$ cat src/rtl/score_pkg.sv
// Shared types and arithmetic for the score keeper: score width, ceiling,
// conversion FSM states and the saturating adder.
package score_pkg;

  localparam int SCORE_W = 14;
  localparam logic [SCORE_W-1:0] MAX_SCORE = 14'd9999;

  typedef enum logic [1:0] {
    CONV_IDLE,
    CONV_START,
    CONV_GUARD,
    CONV_WAIT
  } conv_state_e;

  // One bit wider than the score so an overflow past 2^14 still clamps.
  function automatic logic [SCORE_W-1:0] sat_add(input logic [SCORE_W-1:0] base,
                                                 input logic [SCORE_W-1:0] delta);
    logic [SCORE_W:0] sum;
    sum = {1'b0, base} + {1'b0, delta};
    return (sum > {1'b0, MAX_SCORE}) ? MAX_SCORE : sum[SCORE_W-1:0];
  endfunction

endpackage

$ cat src/rtl/rr_arbiter.sv
// Combinational round-robin pick: first asserted request at or after ptr_i,
// wrapping, plus the pointer value that follows the winner.
module rr_arbiter #(
  parameter int N_REQ = 4,
  parameter int PTR_W = (N_REQ > 1) ? $clog2(N_REQ) : 1
) (
  input  logic [N_REQ-1:0] req_i,
  input  logic [PTR_W-1:0] ptr_i,
  output logic [N_REQ-1:0] winner_o,
  output logic             valid_o,
  output logic [PTR_W-1:0] next_ptr_o
);

  logic [PTR_W-1:0] idx;

  always_comb begin
    // NOTE: every output of a combinational block gets a default first, so no path leaves it unassigned and no latch is inferred.
    winner_o   = '0;
    valid_o    = 1'b0;
    next_ptr_o = ptr_i;
    idx        = '0;
    for (int i = 0; i < N_REQ; i++) begin
      idx = PTR_W'((int'(ptr_i) + i) % N_REQ);
      if (!valid_o && req_i[idx]) begin
        winner_o[idx] = 1'b1;
        valid_o       = 1'b1;
        next_ptr_o    = (idx == PTR_W'(N_REQ - 1)) ? '0 : idx + PTR_W'(1);
      end
    end
  end

endmodule

$ cat src/rtl/score_keeper.sv
// Game score owner: round-robin increments from N_REQ sources with saturation,
// high-score tracking, and coalesced start pulses to the binary2bcd converter.
module score_keeper
  import score_pkg::*;
#(
  parameter int N_REQ = 4,
  parameter int INC_W = 4
) (
  input  logic                   clk,
  input  logic                   reset,
  input  logic [N_REQ-1:0]       req,
  input  logic [N_REQ*INC_W-1:0] inc,
  input  logic                   clear,
  input  logic                   bcd_ready,
  output logic [N_REQ-1:0]       grant,
  output logic [SCORE_W-1:0]     score,
  output logic [SCORE_W-1:0]     hi_score,
  output logic                   new_score,
  output logic                   busy
);

  localparam int PTR_W = (N_REQ > 1) ? $clog2(N_REQ) : 1;

  logic [N_REQ-1:0]   grant_q, masked_req, winner;
  logic               win_valid;
  logic [PTR_W-1:0]   ptr_q, next_ptr;
  logic [SCORE_W-1:0] score_q, score_d, hi_q, win_inc;
  logic               dirty_q, new_score_q, start_fire;
  conv_state_e        state_q;

  // Last cycle's grantee is masked while its request is still falling.
  assign masked_req = req & ~grant_q;

  rr_arbiter #(.N_REQ(N_REQ), .PTR_W(PTR_W)) u_arb (
    .req_i      (masked_req),
    .ptr_i      (ptr_q),
    .winner_o   (winner),
    .valid_o    (win_valid),
    .next_ptr_o (next_ptr)
  );

  always_comb begin
    win_inc = '0;
    for (int i = 0; i < N_REQ; i++) begin
      if (winner[i]) win_inc = SCORE_W'(inc[i*INC_W +: INC_W]);
    end
  end

  always_comb begin
    score_d = score_q;
    if (clear)          score_d = '0;
    else if (win_valid) score_d = sat_add(score_q, win_inc);
  end

  assign start_fire = (state_q == CONV_IDLE) && dirty_q && bcd_ready;

  always_ff @(posedge clk or posedge reset) begin
    if (reset) begin
      score_q <= '0;
      hi_q    <= '0;
      grant_q <= '0;
      ptr_q   <= '0;
      dirty_q <= 1'b0;
    end else begin
      // NOTE: state registers use non-blocking assignments so every flop samples pre-edge values.
      score_q <= score_d;
      grant_q <= clear ? '0 : winner;
      if (!clear && win_valid) ptr_q <= next_ptr;
      if (score_q > hi_q)      hi_q  <= score_q;
      dirty_q <= (score_d != score_q) || (dirty_q && !start_fire);
    end
  end

  // GUARD skips one cycle of bcd_ready because the converter drops it late.
  always_ff @(posedge clk or posedge reset) begin
    if (reset) begin
      state_q     <= CONV_IDLE;
      new_score_q <= 1'b0;
    end else begin
      new_score_q <= 1'b0;
      case (state_q)
        CONV_IDLE: begin
          if (start_fire) begin
            state_q     <= CONV_START;
            new_score_q <= 1'b1;
          end
        end
        CONV_START: state_q <= CONV_GUARD;
        CONV_GUARD: state_q <= CONV_WAIT;
        CONV_WAIT:  if (bcd_ready) state_q <= CONV_IDLE;
        default:    state_q <= CONV_IDLE;
      endcase
    end
  end

  assign grant     = grant_q;
  assign score     = score_q;
  assign hi_score  = hi_q;
  assign new_score = new_score_q;
  assign busy      = (state_q != CONV_IDLE) || dirty_q;

endmodule
$ cat config.mk
export PLATFORM = sky130hd
export DESIGN_NAME = score_keeper
export DESIGN_NICKNAME = d
export VERILOG_FILES = /design/src/rtl/score_pkg.sv /design/src/rtl/rr_arbiter.sv /design/src/rtl/score_keeper.sv
export SDC_FILE = /design/constraint.sdc
export NUM_CORES = 1
export LEC_CHECK = 0
export BUFFER_PORTS_ARGS = -buffer_cell sky130_fd_sc_hd__buf_2
export CAP_MARGIN = 25
export CORE_MARGIN = 2
export CORE_UTILIZATION = 45
export CTS_BUF_LIST = sky130_fd_sc_hd__clkbuf_8
export DETAILED_ROUTE_END_ITERATION = 16
export HOLD_SLACK_MARGIN = 0.05
export PLACE_DENSITY_LB_ADDON = 0.25
export SYNTH_ARGS = -nofsm -noshare
export SYNTH_HDL_FRONTEND = slang
export SYNTH_SLANG_ARGS = --single-unit
$ cat constraint.sdc
create_clock -name clk -period 7 [get_ports clk]
set_input_delay 0.35 -clock clk [delete_from_list [all_inputs] [get_ports clk]]
set_output_delay 0.35 -clock clk [all_outputs]
set_load 0.02 [all_outputs]
* After elaboration in Yosys (flattened, before gate mapping)
Cells that the tools add are included.
** Storage, ports and cells
- Flip-flop bits (word level) :: 38
- Logic and storage cells :: 108
** Cells by class
- Add/subtract/negate cells :: 8
- $lt $le $gt $ge :: 10
- Equality and inequality tests :: 10
- Multiplexer cells :: 45
- Bitwise gates (word level) :: 5
- Reductions and logical operators :: 23
** Operators with widths (number)
- 14-bit 2-to-1 mux :: 6
- 4-bit 2-to-1 mux :: 6
- 2-bit 2-to-1 mux :: 10
- 14-bit by 14-bit adder with 15-bit output :: 1
- 15-bit by 14-bit > comparator with 1-bit output, second input constant :: 1
- 14-bit > comparator :: 1
- 1-bit 2-to-1 mux :: 14
- 14-bit inequality test :: 1
- 2-bit == test, second input constant :: 6
- 2-bit by 3-bit less-than comparator with 1-bit output, second input constant :: 4
- 4-bit bitwise OR :: 3
- 1-bit logical AND :: 11
- 2-bit by 1-bit adder with 2-bit output, second input constant :: 5
- 1-bit binary-select mux with 2-bit select :: 4
- 1-bit demux with 2-bit select :: 4
- 2-bit by 1-bit >= comparator with 1-bit output, second input constant :: 4
- 2-bit case mux with 4 select lines :: 1
- 1-bit zero test :: 5
- 2-bit adder, second input constant :: 2
- 4-bit AND :: 1
- 2-bit inequality test, second input constant :: 2
- 4-bit inverter :: 1
- 2-bit AND reduction :: 2
- 4-bit nonzero test :: 1
- other kinds (4) :: 5

* Longest topological paths before layout
- Depth in word-level cells :: 25
- Mapped depth :: 23
- Mapped depth without buffers :: 21

* Hierarchy
From an unflattened synthesis, not the netlist that was laid out.
** Unflattened totals
- Cell total of the unflattened synthesis :: 384
- Area total of the unflattened synthesis :: 3290.7 sq um
** Modules (own cells, without submodules)
- score_keeper :: times used 1, cells each 331, area an instance 2827.7 sq um, sequential area each 950.9 sq um
- rr_arbiter :: times used 1, cells each 53, area an instance 462.9 sq um, sequential area each 0.0 sq um

* Least setup slack after synthesis
No wires, ideal clock.
- Kind :: flip-flop to flip-flop
- Start point :: reg ptr_q[0]
- End point :: reg dirty_q
- Setup time :: 0.137 ns
- Data arrival time :: 5.085 ns
- Required time :: 6.863 ns
- Slack :: 1.778 ns
- Cell stages (with the launch flop) :: 23
- Path buffers :: 3
- Cell sequence :: dfrtp_1 > buf_2 > inv_1 > ha_1 > mux4_2 > a211oi_2 > a22oi_1 > o21ai_1 > nor2_1 > a221oi_1 > o31ai_1 > ha_1 > a21oi_1 > o22a_1 > buf_6 > or3_4 > mux2_4 > o31a_4 > or2_1 > buf_6 > a211oi_1 > o2111a_1 > a21oi_1
** Between the ends
- Longest elaborated chain between the ends :: 23
** RTL lines
- start, declared :: RTL line score_keeper.sv:26 : logic [PTR_W-1:0] ptr_q, next_ptr;
- start signal, assigned :: RTL line score_keeper.sv:68 : if (!clear && win_valid) ptr_q <= next_ptr;
- branches (longest 19 deep; another with 2-bit by 3-bit less-than comparator with 1-bit output)
- 14-bit 2-to-1 mux * :: RTL line score_keeper.sv:52 : else if (win_valid) score_d = sat_add(score_q, win_inc);
- 14-bit 2-to-1 mux * :: RTL line score_keeper.sv:51 : if (clear) score_d = '0;
- 14-bit inequality test * :: RTL line score_keeper.sv:70 : dirty_q <= (score_d != score_q) || (dirty_q && !start_fire);
- 1-bit logical OR * :: RTL line score_keeper.sv:70
- end signal, assigned :: RTL line score_keeper.sv:70
- end, declared :: RTL line score_keeper.sv:28 : logic dirty_q, new_score_q, start_fire;
Every way passes the cells marked *. The select of a mux whose other input is x is not followed.
A chain may end at the register's enable or synchronous reset.

* Worst setup path after layout
Ends and elaborated chain as after synthesis.

==> flow_summary_export.csv <==
group,metric,value,unit
run_status,outcome,"finished, final reports clean",
critical_path,crit_slowest_cell,"dfrtp_1",
floorplan,die-area,7810,um2
clocking,worstSkewPairLatency,0.30,ns
floorplan,pin_count,58,
critical_path,timing.critical_path.arrival,6.43,ns
floorplan,coreArea,6830,um2
finish,multiInputGateArea,2080,um2
worst_hold_path,hold_class,"in2async",
global_route,grt_pass1_vias,2866,
clocking,cts_tree,"built",
sta,finalSetupViolCount,0,
finish,fillers,666,
finish,layout.nets,471,
global_route,overflow,0,
global_route,grtUsageTotal,22.3,%
detailed_routing,drc,0,
placement,io_buffers,57,
global_route,antenna_found_initial,0,
critical_path,end_kind,"flip-flop",
finish,final_cell_mix,"buf_2, dfrtp_1, nor2_1",
finish,diodes,0,
detailed_routing,wl_met3,654,um
finish,final_core_util,53.2,%
finish,seqCellArea,951,um2
clocking,clkTransAtPathRegs,0.08,ns
floorplan,die_y,88.4,um
placement,hpwl,6130,um
sta,slew_violations,0,
sta,fin_crit_sh,88.5,%
synthesis,syn_nets,421,
clocking,cts_buffers,5,
detailed_routing,firstDrtPassIters,5,
synthesis,ys_seq_area_share,29.7,%
power_and_ir_drop,power.density,451,nW/um2
detailed_routing,top_layer,"met4",
detailed_routing,route.met2.wl,4000,um
sta,fin_crit,6.20,ns
critical_path,crit_path_max_fanout,15,
power_and_ir_drop,power,1.64,mW
synthesis,synth_flop_cell,"dfrtp_1",
synthesis,synth_cell_types,70,
critical_path,path_cells,"inv_1 -> ha_1 -> mux4_2 -> a211oi_2 -> a22oi_1 -> nor2_1 -> a221oi_1 -> nor2_1 -> a221oi_1 -> o31ai_1 -> ha_1 -> fa_1 -> nand3_1 -> a21oi_2 -> mux2i_1 -> a31oi_1 -> o31a_4 -> nor2_1 -> nor3_1 -> o2111a_1 -> a21oi_1",
critical_path,crit_top_cell,"nor2_1",
clocking,ctsRootBufferMaster,"clkbuf_8",
finish,drive_above_1_share,20.6,%
detailed_routing,wl_met1,3670,um
sta,tightestPinTransition,0.859,ns
power_and_ir_drop,p_leak,1.70,nW
placement,place.gp.congestion,0.946,
detailed_routing,via_per_inst,5.95,
clocking,h-tree-depth,2,
detailed_routing,routed_wl,8400,um
critical_path,critPathKind,"reg2reg",
global_route,grt_max_degree,39,
floorplan,start_util,46.9,%
clocking,clockBufferDepth,2,
sta,finalHoldViolCount,0,
critical_path,start_kind,"flip-flop",
synthesis,avgSynthCellArea,8.75,um2
critical_path,critical-path-max-stage-delay,0.63,ns
sta,max_slew_margin,42.7,%
clocking,cts_setup_buffers,0,
critical_path,critical_path.top_delay_family,"compound AO/OA/AOI/OAI gates",
finish,syn_to_final_growth,13.6,%
sta,finalClockSkew,0.0112,ns
clocking,clock-sinks,38,
synthesis,synthCells,366,
sta,rsz0062_at_grt,"false",
detailed_routing,ant_nets,0,
power_and_ir_drop,ir_drop,0.000206,V
synthesis,syn-cell-area,3200,um2
detailed_routing,wl_per_cell,16.4,um
detailed_routing,dr_total_vias,3051,
synthesis,async_flop_share,100,%
synthesis,synth_seq_cells,38,
synthesis,synth_warnings,0,
critical_path,worst_ep_required_time,7.23,ns
global_route,grt_pass1_wl,13700,um
sta,fin_tns_setup,0,ns
sta,fmax,0.161,GHz
clocking,hold_buffers,0,
detailed_routing,drt_iter0_drc,214,
job,max-cap-violations,0,
sta,hold-worst-slack,0.162,ns
critical_path,worstPathBufferInverterCount,1,
finish,final_common_cell,"buf_2",
clocking,cts.repair.resized,0,
floorplan,row_count,30,
synthesis,synth-edff-count,0,
floorplan,dieWidth,88.4,um
==> power breakdown <==
part | total (mW) | switching (mW) | internal, mW
sequential | 0.340 | 0.0697 | 0.271
combinational | 1.14 | 0.678 | 0.460
clock | 0.163 | 0.0849 | 0.0782
total | 1.64 | 0.833 | 0.809
==> tightest hold or removal path, delay by kind of cell <==
family | cells | cell delay [ns]
buffers and inverters | 3 | 0.56
==> path summary, 6_finish.rpt <==
| path | from | end | slack [ns] | cells after the start |
|---|---|---|---|---|
| max | ptr_q[0]$_DFFE_PP0P_ | dirty_q$_DFF_PP0_ | 0.80 | 21 |
| min | reset | state_q[0]$_DFFE_PP0P_ | 0.16 | 3 |
| max reg2reg | ptr_q[0]$_DFFE_PP0P_ | dirty_q$_DFF_PP0_ | 0.80 | 21 |
| min reg2reg | hi_score[3]$_DFFE_PP0N_ | hi_score[3]$_DFFE_PP0N_ | 0.51 | 1 |
| max in group asynchronous | reset | score[9]$_DFF_PP0_ | 6.48 | 3 |
| min in group clk | bcd_ready | new_score$_DFF_PP0_ | 0.34 | 2 |
==> area by class of cell <==
cell class | count | area share [%]
Clock buffer | 6 | 2.27
Clock inverter | 2 | 0.241
Inverter | 23 | 2.37
Multi-Input combinational cell | 288 | 57.2
Sequential cell | 38 | 26.1
Tap cell | 96 | 3.30
Timing Repair Buffer | 60 | 8.46
==> registers in the layout, indices dropped and copies added (netlist names) <==
signal / cells
dirty_q: 1
grant: 4
hi_score: 14
new_score: 1
ptr_q: 2
score: 14
state_q: 2
==> metal layers <==
| layer | up-vias | GRT usage (%) |
|---|---|---|
| met2 | 129 | 38.8 |
| met3 | 8 | 3.26 |
| met1 | 1450 | 29.5 |
| li1 | 1464 | - |
| met4 | 0 | 4.96 |
| met5 | - | 0 |
==> Yosys cell counts, drive strengths merged, types with 2 or more instances <==
master	n	area share [%]
o21ai	19	3.0
ha	30	12
nor3b	3	0.86
and2	4	0.78
o211ai	2	0.47
o2111a	2	0.70
o31ai	8	1.9
xnor2	3	0.82
or3	4	0.94
o22ai	2	0.39
inv	23	2.7
nand4	5	0.98
nor3	13	2.0
clkbuf	11	1.3
nor2b	7	1.4
a311oi	4	1.1
buf	6	1.4
mux2	16	5.7
nand3	11	1.7
a22oi	9	2.1
mux2i	3	0.94
nor2	33	3.9
o21a	4	0.94
nor4	5	0.98
nand2	17	2.0
a221oi	6	1.6
nor4b	2	0.55
a221o	2	0.63
dfrtp	38	30
and3	2	0.39
a21o	6	1.4
nand2b	4	0.78
a211oi	2	0.63
a21oi	32	5.1
a31oi	3	0.59
nand4b	3	0.82
a21boi	2	0.47
==> cells by family (layout without fill, tap and decap cells) <==
| family | Yosys count | count (layout) | share of synthesized area [%] |
|---|---|---|---|
| AO/OA/AOI/OAI | 115 | 115 | 24.8 |
| XOR/XNOR | 4 | 4 | 1.09 |
| adder cells (fa/ha/maj) | 31 | 31 | 12.3 |
| buffers and inverters | 40 | 91 | 5.35 |
| flip-flops | 38 | 38 | 29.7 |
| multiplexers | 20 | 20 | 7.38 |
| AND/OR/NAND/NOR | 118 | 118 | 19.3 |
==> stage by stage <==
| step | instances | setup slack [ns] | cell area, um2 |
|---|---|---|---|
| 6_report | 513 | 0.803 | 3640 |
| 5_1_grt | 513 | 0.206 | 3640 |
| 4_1_cts | 513 | 0.884 | 3640 |
| 3_5_place_dp | 505 | 0.914 | 3550 |
| 3_3_place_gp | 505 | 1.15 | 3550 |
| 2_1_floorplan | 366 | 1.78 | 3200 |
No activity file was read; power rests on OpenSTA's default activity.
